[config.mk]
export PLATFORM = sky130hd
export DESIGN_NAME = spi_shift_engine_flat
export DESIGN_NICKNAME = d
export VERILOG_FILES = /design/src/rtl/spi_shift_engine_pkg.sv /design/src/rtl/spi_shift_engine_if.sv /design/src/rtl/spi_shift_engine_bit_counter.sv /design/src/rtl/spi_shift_engine.sv /design/src/flat_wrapper.sv
export SDC_FILE = /design/constraint.sdc
export NUM_CORES = 1
export LEC_CHECK = 0
export BUFFER_PORTS_ARGS = -buffer_cell sky130_fd_sc_hd__clkbuf_2
export CAP_MARGIN = 20
export CORE_UTILIZATION = 50
export CTS_BUF_LIST = sky130_fd_sc_hd__clkbuf_4
export CTS_CLUSTER_DIAMETER = 120
export CTS_CLUSTER_SIZE = 16
export DETAILED_ROUTE_END_ITERATION = 6
export MAX_ROUTING_LAYER = met4
export PLACE_DENSITY = 0.76
export SETUP_SLACK_MARGIN = 0.3
export SLEW_MARGIN = 15
export SYNTH_ARGS = -nofsm -noshare
export SYNTH_HDL_FRONTEND = slang
export SYNTH_SLANG_ARGS = --single-unit
[constraint.sdc]
create_clock -name PCLK -period 9.6 [get_ports PCLK]
set_clock_uncertainty 0.1 [all_clocks]
set_input_delay 1.44 -clock PCLK [delete_from_list [all_inputs] [get_ports PCLK]]
set_output_delay 1.44 -clock PCLK [all_outputs]
set_load 0.02 [all_outputs]
[src/rtl/spi_shift_engine_pkg.sv]
// spi_pkg: shared types and constants for the SPI shift engine slice.
//   spi_shift_state_t : frame state machine encoding
//   SPI_DATA_W_DEF    : default maximum frame width
//   spi_eff_len()     : maps a requested frame length onto the effective one
package spi_pkg;

  localparam int SPI_DATA_W_DEF = 16;

  typedef enum logic [1:0] {
    IDLE,
    LOADED,
    SHIFT,
    DONE
  } spi_shift_state_t;

  // A request of 0, or anything wider than the engine, means a full-width frame.
  function automatic int unsigned spi_eff_len(input int unsigned req,
                                              input int unsigned max_len);
    return (req == 0 || req > max_len) ? max_len : req;
  endfunction

endpackage

[src/rtl/spi_shift_engine_if.sv]
// spi_shift_engine_if: bus bundle between the SPI control/status logic,
// the baud generator and the shift engine.
//   slave  modport : the shift engine (config, strobes, serial in -> serial out, status)
//   master modport : the control side driving configuration and strobes
// Optional: SPI_SHIFT_LOOPBACK_EN adds the 'loopback' select.
interface spi_shift_engine_if
  import spi_pkg::*;
#(
  parameter int DATA_W = SPI_DATA_W_DEF,
  parameter int CNT_W  = $clog2(DATA_W + 1)
) ();

  logic              ss;
  logic              send_data;
  logic              lsbfe;
  logic              cpha;
  logic              cpol;
  logic              flag_high;
  logic              flag_low;
  logic              flags_high;
  logic              flags_low;
  logic [CNT_W-1:0]  frame_len;
  logic              miso;
  logic [DATA_W-1:0] data_mosi;
`ifdef SPI_SHIFT_LOOPBACK_EN
  logic              loopback;
`endif
  logic              mosi;
  logic [DATA_W-1:0] data_miso;
  logic              rx_valid;
  logic              busy;
  logic              frame_abort;

  modport slave (
    input  ss, send_data, lsbfe, cpha, cpol,
    input  flag_high, flag_low, flags_high, flags_low,
    input  frame_len, miso, data_mosi,
`ifdef SPI_SHIFT_LOOPBACK_EN
    input  loopback,
`endif
    output mosi, data_miso, rx_valid, busy, frame_abort
  );

  modport master (
    output ss, send_data, lsbfe, cpha, cpol,
    output flag_high, flag_low, flags_high, flags_low,
    output frame_len, miso, data_mosi,
`ifdef SPI_SHIFT_LOOPBACK_EN
    output loopback,
`endif
    input  mosi, data_miso, rx_valid, busy, frame_abort
  );

endinterface

[src/rtl/spi_shift_engine_bit_counter.sv]
// spi_bit_counter: per-frame received-bit counter and latched frame length.
//   PCLK, PRESETn : clock, synchronous active-low reset
//   load          : start of frame; clears bit_cnt and latches len_in
//   inc           : one bit sampled
//   len_in        : effective frame length (already range-limited)
//   bit_cnt       : bits sampled so far in this frame
//   len           : latched frame length L
//   last_bit      : the next sample completes the frame
module spi_bit_counter
  import spi_pkg::*;
#(
  parameter int DATA_W = SPI_DATA_W_DEF,
  parameter int CNT_W  = $clog2(DATA_W + 1)
) (
  input  logic             PCLK,
  input  logic             PRESETn,
  input  logic             load,
  input  logic             inc,
  input  logic [CNT_W-1:0] len_in,
  output logic [CNT_W-1:0] bit_cnt,
  output logic [CNT_W-1:0] len,
  output logic             last_bit
);

  always_ff @(posedge PCLK) begin
    if (!PRESETn) begin
      bit_cnt <= '0;
      len     <= CNT_W'(DATA_W);
    end else if (load) begin
      bit_cnt <= '0;
      len     <= len_in;
    end else if (inc) begin
      bit_cnt <= bit_cnt + CNT_W'(1);
    end
  end

  always_comb begin
    last_bit = (bit_cnt == len - CNT_W'(1));
  end

endmodule

[src/rtl/spi_shift_engine.sv]
// spi_shift_engine: parametrised SPI data-path shift engine with a frame FSM.
//   PCLK, PRESETn : clock, synchronous active-low reset
//   bus (slave)   : ss, send_data, lsbfe, cpha, cpol, sample/shift strobes,
//                   frame_len, miso, data_mosi in; mosi, data_miso, rx_valid,
//                   busy, frame_abort out
// Optional: define SPI_SHIFT_LOOPBACK_EN to add bus.loopback, which feeds the
// registered mosi back into the receive path in place of miso.
module spi_shift_engine
  import spi_pkg::*;
#(
  parameter int DATA_W = SPI_DATA_W_DEF,
  parameter int CNT_W  = $clog2(DATA_W + 1)
) (
  input  logic          PCLK,
  input  logic          PRESETn,
  spi_shift_engine_if.slave bus
);

  spi_shift_state_t  state_q, state_d;

  logic [DATA_W-1:0] tx_q;
  logic [DATA_W-1:0] rx_q;
  logic [DATA_W-1:0] data_miso_q;
  logic              mosi_q;
  logic              abort_q;
  logic [CNT_W-1:0]  tx_cnt_q;

  logic              sample;
  logic              shift;
  logic              rx_in;
  logic [CNT_W-1:0]  load_len;
  logic [DATA_W-1:0] tx_load;
  logic              tx_first;
  logic [DATA_W-1:0] tx_next;
  logic              mosi_next;
  logic [DATA_W-1:0] rx_next;
  logic [DATA_W-1:0] rx_word;

  logic              load;
  logic              smp_en;
  logic              drv_en;
  logic              abort;
  logic              done;

  logic [CNT_W-1:0]  bit_cnt;
  logic [CNT_W-1:0]  len;
  logic              last_bit;

  spi_bit_counter #(
    .DATA_W (DATA_W),
    .CNT_W  (CNT_W)
  ) u_bit_counter (
    .PCLK     (PCLK),
    .PRESETn  (PRESETn),
    .load     (load),
    .inc      (smp_en),
    .len_in   (load_len),
    .bit_cnt  (bit_cnt),
    .len      (len),
    .last_bit (last_bit)
  );

  // Strobe selection and data-path next values.
  always_comb begin
    sample = (bus.cpha ^ bus.cpol) ? bus.flag_high  : bus.flag_low;
    shift  = (bus.cpha ^ bus.cpol) ? bus.flags_high : bus.flags_low;

`ifdef SPI_SHIFT_LOOPBACK_EN
    rx_in = bus.loopback ? mosi_q : bus.miso;
`else
    rx_in = bus.miso;
`endif

    load_len = CNT_W'(spi_eff_len(32'(bus.frame_len), 32'(DATA_W)));

    // MSB-first frames are pre-aligned so bit L-1 sits at the top of tx_q;
    // both orders then shift out from a fixed end of the register.
    if (bus.lsbfe) begin
      tx_load   = bus.data_mosi;
      tx_first  = bus.data_mosi[0];
      tx_next   = tx_q >> 1;
      mosi_next = tx_q[1];
      rx_next   = {rx_in, rx_q[DATA_W-1:1]};
      rx_word   = rx_next >> (CNT_W'(DATA_W) - len);
    end else begin
      tx_load   = bus.data_mosi << (CNT_W'(DATA_W) - load_len);
      tx_first  = tx_load[DATA_W-1];
      tx_next   = tx_q << 1;
      mosi_next = tx_q[DATA_W-2];
      rx_next   = {rx_q[DATA_W-2:0], rx_in};
      rx_word   = rx_next;
    end
  end

  // Frame FSM: next state and per-cycle controls.
  always_comb begin
    state_d = state_q;
    load    = 1'b0;
    smp_en  = 1'b0;
    drv_en  = 1'b0;
    abort   = 1'b0;
    done    = 1'b0;
    unique case (state_q)
      IDLE: begin
        if (bus.send_data) begin
          load    = 1'b1;
          state_d = LOADED;
        end
      end
      LOADED: begin
        if (bus.ss) begin
          abort   = 1'b1;
          state_d = IDLE;
        end else begin
          state_d = SHIFT;
        end
      end
      SHIFT: begin
        if (bus.ss) begin
          abort   = 1'b1;
          state_d = IDLE;
        end else begin
          smp_en = sample;
          drv_en = shift && (tx_cnt_q < len);
          if (sample && last_bit) begin
            done    = 1'b1;
            state_d = DONE;
          end
        end
      end
      DONE: begin
        state_d = IDLE;
      end
      default: begin
        state_d = IDLE;
      end
    endcase
  end

  always_ff @(posedge PCLK) begin
    if (!PRESETn) begin
      state_q <= IDLE;
    end else begin
      state_q <= state_d;
    end
  end

  always_ff @(posedge PCLK) begin
    if (!PRESETn) begin
      tx_q        <= '0;
      rx_q        <= '0;
      data_miso_q <= '0;
      mosi_q      <= 1'b0;
      abort_q     <= 1'b0;
      tx_cnt_q    <= '0;
    end else begin
      abort_q <= abort;
      if (load) begin
        tx_q     <= tx_load;
        rx_q     <= '0;
        mosi_q   <= tx_first;
        tx_cnt_q <= CNT_W'(1);
      end
      if (drv_en) begin
        tx_q     <= tx_next;
        mosi_q   <= mosi_next;
        tx_cnt_q <= tx_cnt_q + CNT_W'(1);
      end
      if (smp_en) begin
        rx_q <= rx_next;
      end
      // The received word is committed on the final sample edge so that it is
      // visible during DONE, together with rx_valid.
      if (done) begin
        data_miso_q <= rx_word;
      end
    end
  end

  assign bus.mosi        = mosi_q;
  assign bus.data_miso   = data_miso_q;
  assign bus.rx_valid    = (state_q == DONE);
  assign bus.busy        = (state_q == LOADED) || (state_q == SHIFT);
  assign bus.frame_abort = abort_q;

endmodule

[src/flat_wrapper.sv]
// flat-port wrapper written by rule: the top's interface ports become plain ports
module spi_shift_engine_flat import spi_pkg::*;
#(
  parameter int DATA_W = SPI_DATA_W_DEF,
  parameter int CNT_W  = $clog2(DATA_W + 1)
)
  (PCLK, PRESETn, bus_ss, bus_send_data, bus_lsbfe, bus_cpha, bus_cpol, bus_flag_high, bus_flag_low, bus_flags_high, bus_flags_low, bus_frame_len, bus_miso, bus_data_mosi, bus_mosi, bus_data_miso, bus_rx_valid, bus_busy, bus_frame_abort);
  spi_shift_engine_if #(.DATA_W(DATA_W), .CNT_W(CNT_W)) bus_i ();
  input  logic PCLK;
  input  logic PRESETn;
  input wire logic [$bits(bus_i.ss)-1:0] bus_ss;
  input wire logic [$bits(bus_i.send_data)-1:0] bus_send_data;
  input wire logic [$bits(bus_i.lsbfe)-1:0] bus_lsbfe;
  input wire logic [$bits(bus_i.cpha)-1:0] bus_cpha;
  input wire logic [$bits(bus_i.cpol)-1:0] bus_cpol;
  input wire logic [$bits(bus_i.flag_high)-1:0] bus_flag_high;
  input wire logic [$bits(bus_i.flag_low)-1:0] bus_flag_low;
  input wire logic [$bits(bus_i.flags_high)-1:0] bus_flags_high;
  input wire logic [$bits(bus_i.flags_low)-1:0] bus_flags_low;
  input wire logic [$bits(bus_i.frame_len)-1:0] bus_frame_len;
  input wire logic [$bits(bus_i.miso)-1:0] bus_miso;
  input wire logic [$bits(bus_i.data_mosi)-1:0] bus_data_mosi;
  output wire logic [$bits(bus_i.mosi)-1:0] bus_mosi;
  output wire logic [$bits(bus_i.data_miso)-1:0] bus_data_miso;
  output wire logic [$bits(bus_i.rx_valid)-1:0] bus_rx_valid;
  output wire logic [$bits(bus_i.busy)-1:0] bus_busy;
  output wire logic [$bits(bus_i.frame_abort)-1:0] bus_frame_abort;
  assign bus_i.ss = bus_ss;
  assign bus_i.send_data = bus_send_data;
  assign bus_i.lsbfe = bus_lsbfe;
  assign bus_i.cpha = bus_cpha;
  assign bus_i.cpol = bus_cpol;
  assign bus_i.flag_high = bus_flag_high;
  assign bus_i.flag_low = bus_flag_low;
  assign bus_i.flags_high = bus_flags_high;
  assign bus_i.flags_low = bus_flags_low;
  assign bus_i.frame_len = bus_frame_len;
  assign bus_i.miso = bus_miso;
  assign bus_i.data_mosi = bus_data_mosi;
  assign bus_mosi = bus_i.mosi;
  assign bus_data_miso = bus_i.data_miso;
  assign bus_rx_valid = bus_i.rx_valid;
  assign bus_busy = bus_i.busy;
  assign bus_frame_abort = bus_i.frame_abort;
  spi_shift_engine #(.DATA_W(DATA_W), .CNT_W(CNT_W)) u_core (.PCLK(PCLK), .PRESETn(PRESETn), .bus(bus_i));
endmodule
* Word-level counts from Yosys, hierarchy flattened *
Index checks and enable logic that the tools add are counted.

cells by class
  bitwise operators = 2
  equal/unequal tests = 6
  reduce and logical (&&, ||, !) cells = 12
  $lt $le $gt $ge = 2
  muxes and demuxes = 32
  shifts and indexed selects = 2
  $add $sub $neg = 5

operators with widths
  cell                                                   count
  two-way mux 16 bit                                     8
  two-way mux 1 bit                                      16
  left shift 16 x 5 -> 16 bit                            1
  >> shifter 16 x 5 -> 16 bit                            1
  two-way mux 5 bit                                      3
  adder 5 x 1 -> 5 bit (second input constant)           2
  subtractor 5 bit (first input constant)                2
  two-way mux 2 bit                                      4
  case mux 2 bit (4 select lines)                        1
  == test 5 bit                                          1
  greater-than comparator 5 bit (second input constant)  1
  logical NOT 5 bit                                      1
  < comparator 5 bit                                     1
  subtractor 5 x 1 -> 5 bit (second input constant)      1
  == test 2 bit (second input constant)                  2
  AND reduction 2 bit                                    2
  nonzero test 2 bit                                     2
  OR reduction 2 bit                                     2
  != test 3 x 2 -> 1 bit (second input constant)         1
  == test 2 x 1 -> 1 bit (second input constant)         1
  logical AND 1 bit                                      2
  logical NOT 2 bit                                      1
  logical OR 1 bit                                       2
  != test 2 bit (second input constant)                  1
  2 further kinds                                        2

word-level totals
  word-level logic and storage cells = 70
  register bits = 67
  output and inout bits = 20
  input port bits = 33

* Depth between registers and ports, before layout *
  word-level depth = 8
  depth in mapped cells = 12
  depth with buffers taken out = 10

* Hierarchy *
A second synthesis with hierarchy kept.

second synthesis, totals
  cells, all modules = 632
  area total of the unflattened synthesis = 5094.9 sq um

modules (own cells, without submodules)
  module            cells each  area an instance (sq um)  sequential area each (sq um)  instances
  spi_shift_engine  578         4573.1                    1141.1                        1
  spi_bit_counter   54          521.8                     200.2                         1

* Worst setup path before layout *
OpenSTA, ideal clock, no wires.

  path type = input -> register
  start point = input bus_frame_len[0]
  end point = register u_core.tx_q[8]
  data arrival time = 4.170 ns
  required time = 9.384 ns
  stages on the path = 10
  buffers on the path = 2
  setup time = 0.116 ns
  path slack = 5.214 ns
  cell sequence = or4_1 -> ha_1 -> nand2b_1 -> ha_1 -> clkbuf_1 -> clkbuf_1 -> mux4_2 -> a21oi_1 -> o211ai_1 -> o211a_1

between the ends
  cells in the longest elaborated chain, start to end = 8
  elaborated cells on any way between the ends = 9
  those cells by class = add/sub: 1; order compare: 1; shift: 1; mux: 4; reduce/logical: 2

ends and longest elaborated chain
  what                                                                       line                        source
  start, declared                                                            flat_wrapper.sv:20          input wire logic [$bits(bus_i.frame_len)-1:0] bus_frame_len;
  greater-than comparator 5 bit / logical NOT 5 bit (equally long branches)  spi_shift_engine_pkg.sv:19  return (req == 0 || req > max_len) ? max_len : req;
  logical OR 1 bit                                                           spi_shift_engine_pkg.sv:19
  two-way mux 5 bit *                                                        spi_shift_engine_pkg.sv:19
  subtractor 5 bit *                                                         spi_shift_engine.sv:86      tx_load = bus.data_mosi << (CNT_W'(DATA_W) - load_len);
  left shift 16 x 5 -> 16 bit *                                              spi_shift_engine.sv:86
  two-way mux 16 bit *                                                       spi_shift_engine.sv:78      if (bus.lsbfe) begin
  two-way mux 16 bit *                                                       spi_shift_engine.sv:158     if (load) begin
  two-way mux 16 bit *                                                       spi_shift_engine.sv:164     if (drv_en) begin
  end signal, assigned                                                       spi_shift_engine.sv:159     tx_q <= tx_load;
  end signal, assigned                                                       spi_shift_engine.sv:165     tx_q <= tx_next;
  end, declared                                                              spi_shift_engine.sv:21      logic [DATA_W-1:0] tx_q;

Every way passes the cells marked *; elsewhere a longest branch is shown, timed or not. The select of a mux whose other input is x is not followed.
A chain may end at the register's enable or synchronous reset.

* Worst setup path in the final report *
  start point = input bus_frame_len[0]
  end point = register u_core.tx_q[14]

Same word-level chain as after synthesis.

==> results.txt <==
- Status: completed
* Filler cell count: just under 1k
- VDD sags by at most between 0.04 and 0.05 mV.
* Wirelength, routed: about 13,000 µm
- The synthesized design contains 0 enable-type register cells.
* Synth Area per Inst: between 8 and 9 µm²
* Reported net switching power: 0.214 mW
* Synthesized cell area: ~5000 µm²
- Clock insertion delay at the later pin of the skew report: between 0.4 and 0.5 ns
- Number of placement rows: 36
- DRC violation count after routing: 0
- The congestion estimate from routability-driven global placement came to 0.987.
- For this block, the via count after detailed routing is 4,691.
* Violation count after the first detailed-routing iteration: between 200 and 250
- Clock Pin Slew Worst Setup and Hold Paths: about 0.10 ns
* Relative contribution of sequential cells to total power: a little under half
- Number of library cell types mapped by synthesis: 61
- Most instantiated flip-flop cell in the synthesis netlist: dfxtp_1
- TritonCTS built the clock tree.
- Ratio of total power to cell area: between 100 and 150 nW/µm²
- STA puts the critical path data arrival time at 4.78 ns.
* Switching Share: roughly 33%
- Endpoints failing hold: 0
- Measured against its own limit, the worst slew margin works out to between 30 and 40%.
* Leak: between 2 and 2.5 nW
* Least-Margin Pin Slew: ~1.0 ns
* Cells after Synth: just over 600
- Longest individual stage delay on the worst path: around 0.56 ns
* Port Buf Inserts: 52
- Root Buffer Master: clkbuf_4
* Width of the chip: roughly 100 µm
- After detailed routing, the number of vias per cell comes to between 6 and 7.
- Number of inserted diodes: 0
- Entering global routing, the biggest net connects 73 pins.
- Worst Setup End Kind: register
- The tree built by TritonCTS fans out to between 60 and 70 sinks.
* Overall die height: about 100 µm
- The worst setup path is launched from an input port.
- Number of nets still failing antenna checks after routing: 0
- Clk buf depth: 2
- Per report_power, the combinational group accounts for between 20% and 30% of the total.
* Final Max Slew Viols: 0
- The number of nets handed over by synthesis was about 670.
- In this run the worst hold path is classified as reg2reg.
- Maximum clock frequency: around 220 MHz
- Resized cells post-CTS: 0
- Data on the critical path is required at its endpoint by roughly 9.9 ns.
- The first global-routing pass estimated 21,000 µm of wire.
- The die covers approximately 10,000 µm².
- Max layer used: met4
- The H-tree generated during clock tree synthesis spans 3 levels.
* Post-route setup TNS: 0 ns
- Internal power comes to approximately 0.44 mW.
* Wire length on met1: 5670 µm
- Family with the most delay on the worst path: simple AND/OR/NAND/NOR gates
- Number of global-route vias before repair: roughly 4.4k
- Buffers inserted during clock tree synthesis total 9.
- Fraction of synthesis flops using an asynchronous set or reset pin: 0%
- In the final layout, the share of cells above drive strength 1 is around 16%.
* Residual overflow from global routing: 0
* Wire length on met2: ~6300 µm
* Final Net Count: 686
* Share of the yosys chip area belonging to registers: about a quarter
- Number of placed instances with taps included: 759
* Slowest cell on the critical path: or4_1
- Global routing consumed, over all layers together, a little over a quarter of the routing resources.
- The floorplan step defined a core boundary enclosing 9770 µm².
- The number of hold buffers added after CTS was 0.
- Along the worst path, the maximum fanout reaches 12.
* Start-to-end type of the worst setup path: in2reg
- Worst path cell trace: clkbuf_2 -> or4_1 -> ha_1 -> nand2b_1 -> ha_1 -> nand3_1 -> mux2i_1 -> or2_1 -> or4_1 -> a31oi_1
- In this run, synthesis produced a sequential element count of 67.
- Post CTS Setup Buffer Count: 0
* Pre-Repair DR Iteration Count: 5
- Area growth from synthesis to final layout: 7.70%
* RSZ-0062 raised after global routing: false
* Number of max-capacitance violations reported: 0
- Met3 Routed Length: 569 µm
- Num ports: 53
- Setup violations remaining at the end of the flow were counted as 0.
- The number of buffers and inverters on the critical path is 1.
- For this run, the number of Yosys warnings is 0.
* Final standard cell count with taps included and fillers excluded: about 780
- The worst path needs between 4 and 5 ns of the cycle, external delays included.
- The number of antenna violations at the first check in global routing was 0.
* Period utilisation layout: between 40% and 50%
- Post-detailed-route wirelength per cell: around 17 µm
- The clock network is responsible for 26.6% of the overall power.
* Post-DP HPWL: 9230 µm
* Starting utilization of the core area: 51.5%
-- final timing paths --
path | start | endpoint | slack, ns | cells after the start
worst max-delay path | bus_frame_len[0] | u_core.tx_q[14]$_SDFFE_PN0P_ | 5.07 | 10
worst min-delay path | u_core.tx_cnt_q[4]$_SDFFE_PN0P_ | u_core.tx_cnt_q[4]$_SDFFE_PN0P_ | 0.38 | 1
worst max register to register | u_core.u_bit_counter.len[0]$_SDFFE_PN0P_ | u_core.bus.data_miso[8]$_SDFFE_PN0P_ | 5.63 | 9
worst min register to register | u_core.tx_cnt_q[4]$_SDFFE_PN0P_ | u_core.tx_cnt_q[4]$_SDFFE_PN0P_ | 0.38 | 1
-- layout make-up --
cell class              instances  area [µm²]  area share (%)
clock buffers                  10        75.1            1.38
clock inverters                 5        45.0           0.830
inverters                      15        56.3            1.04
multi-input cells             487        3430            63.2
flip-flops and latches         67        1340            24.7
well taps                     133         166            3.07
repair buffers                 59         313            5.77
-- cell families (layout without fill, tap and decap cells) --
family	count (synthesis)	count (layout)	synth area share, %
muxes	74	74	17.7
DFF	67	67	26.6
and+or+nand+nor	219	219	20.8
xor gates and xnor gates	18	18	4.05
buffers and inverters	64	89	5.46
adders and majority gates	14	14	3.48
AOI/OAI and AO/OA	162	162	21.9
-- layout by cell type (no fill, tap or decap), drive strengths merged, types with 15 or more instances in the layout --
cell type	n
a21oi	45
mux2i	51
nand2	71
o21ai	29
nand3	29
nor3	15
dfxtp	67
clkbuf	62
nor2	45
nand2b	16
-- per-layer routing --
layer  vias up  global-route usage [%]
li1       2303                       -
met1      2206                    31.0
met2       148                    44.9
met3        34                    4.45
met4         0                    10.7
met5         -                       -
-- worst reg2reg max path: stages (launching register included) --
cell	delay (ns)
dfxtp_1	0.93
clkinv_1	0.49
ha_1	0.99
xnor2_1	0.14
nor2_1	0.12
nand4_1	0.21
nor2_1	0.14
buf_4	0.31
o221ai_1	0.24
o211a_1	0.19
-- cells in the mapped netlist, drive strengths merged (5+ instances only) --
master	count	area, µm²
nor2	45	169
mux2i	51	510
o211a	7	70.1
dfxtp	67	1340
ha	14	175
a21o	5	37.5
inv	14	52.6
a21oi	45	225
mux2	12	135
nor3b	5	37.5
a31oi	10	62.6
mux4	11	248
and2	10	62.6
nor3	15	80.1
nand2	71	267
nand2b	16	100
xor2	5	62.6
a211oi	13	97.6
o21ai	29	145
xnor2	11	96.3
and3	6	37.5
nor2b	8	50.1
o211ai	10	75.1
nand3	29	145
clkbuf	30	113
buf	19	106
-- sequential cells by signal (all words and copies together) (netlist names) --
signal and count:
u_core.tx_cnt_q 5, u_core.state_q 2, u_core.bus.data_miso 16, u_core.rx_q 16, u_core.bus.frame_abort 1, u_core.u_bit_counter.len 5, u_core.tx_q 16, u_core.u_bit_counter.bit_cnt 5
u_core.bus.mosi 1
-- power groups by stage --
stage | combinational [mW] | sequential, mW | clock [mW]
4_1_cts | 0.177 | 0.299 | 0.180
2_1_floorplan | 0.138 | 0.301 | 0
3_5_place_dp | 0.176 | 0.305 | 0
6_report | 0.181 | 0.299 | 0.174
5_1_grt | 0.198 | 0.300 | 0.191
3_3_place_gp | 0.173 | 0.305 | 0
-- metrics by stage --
step                      util [%]  hold slack [ns]  setup WS, ns  total power [mW]  instance area, µm²
after CTS                     55.3            0.380          4.82             0.656                5400
after global routing          55.5            0.394          4.91             0.689                5430
after detailed placement      54.0            0.357          4.37             0.481                5280
after global placement        54.0            0.353          4.52             0.477                5280
after floorplan                  -            0.326          5.21             0.439                5040
final                         55.5            0.380          5.07             0.654                5430
No activity file was read; power rests on OpenSTA's default activity.
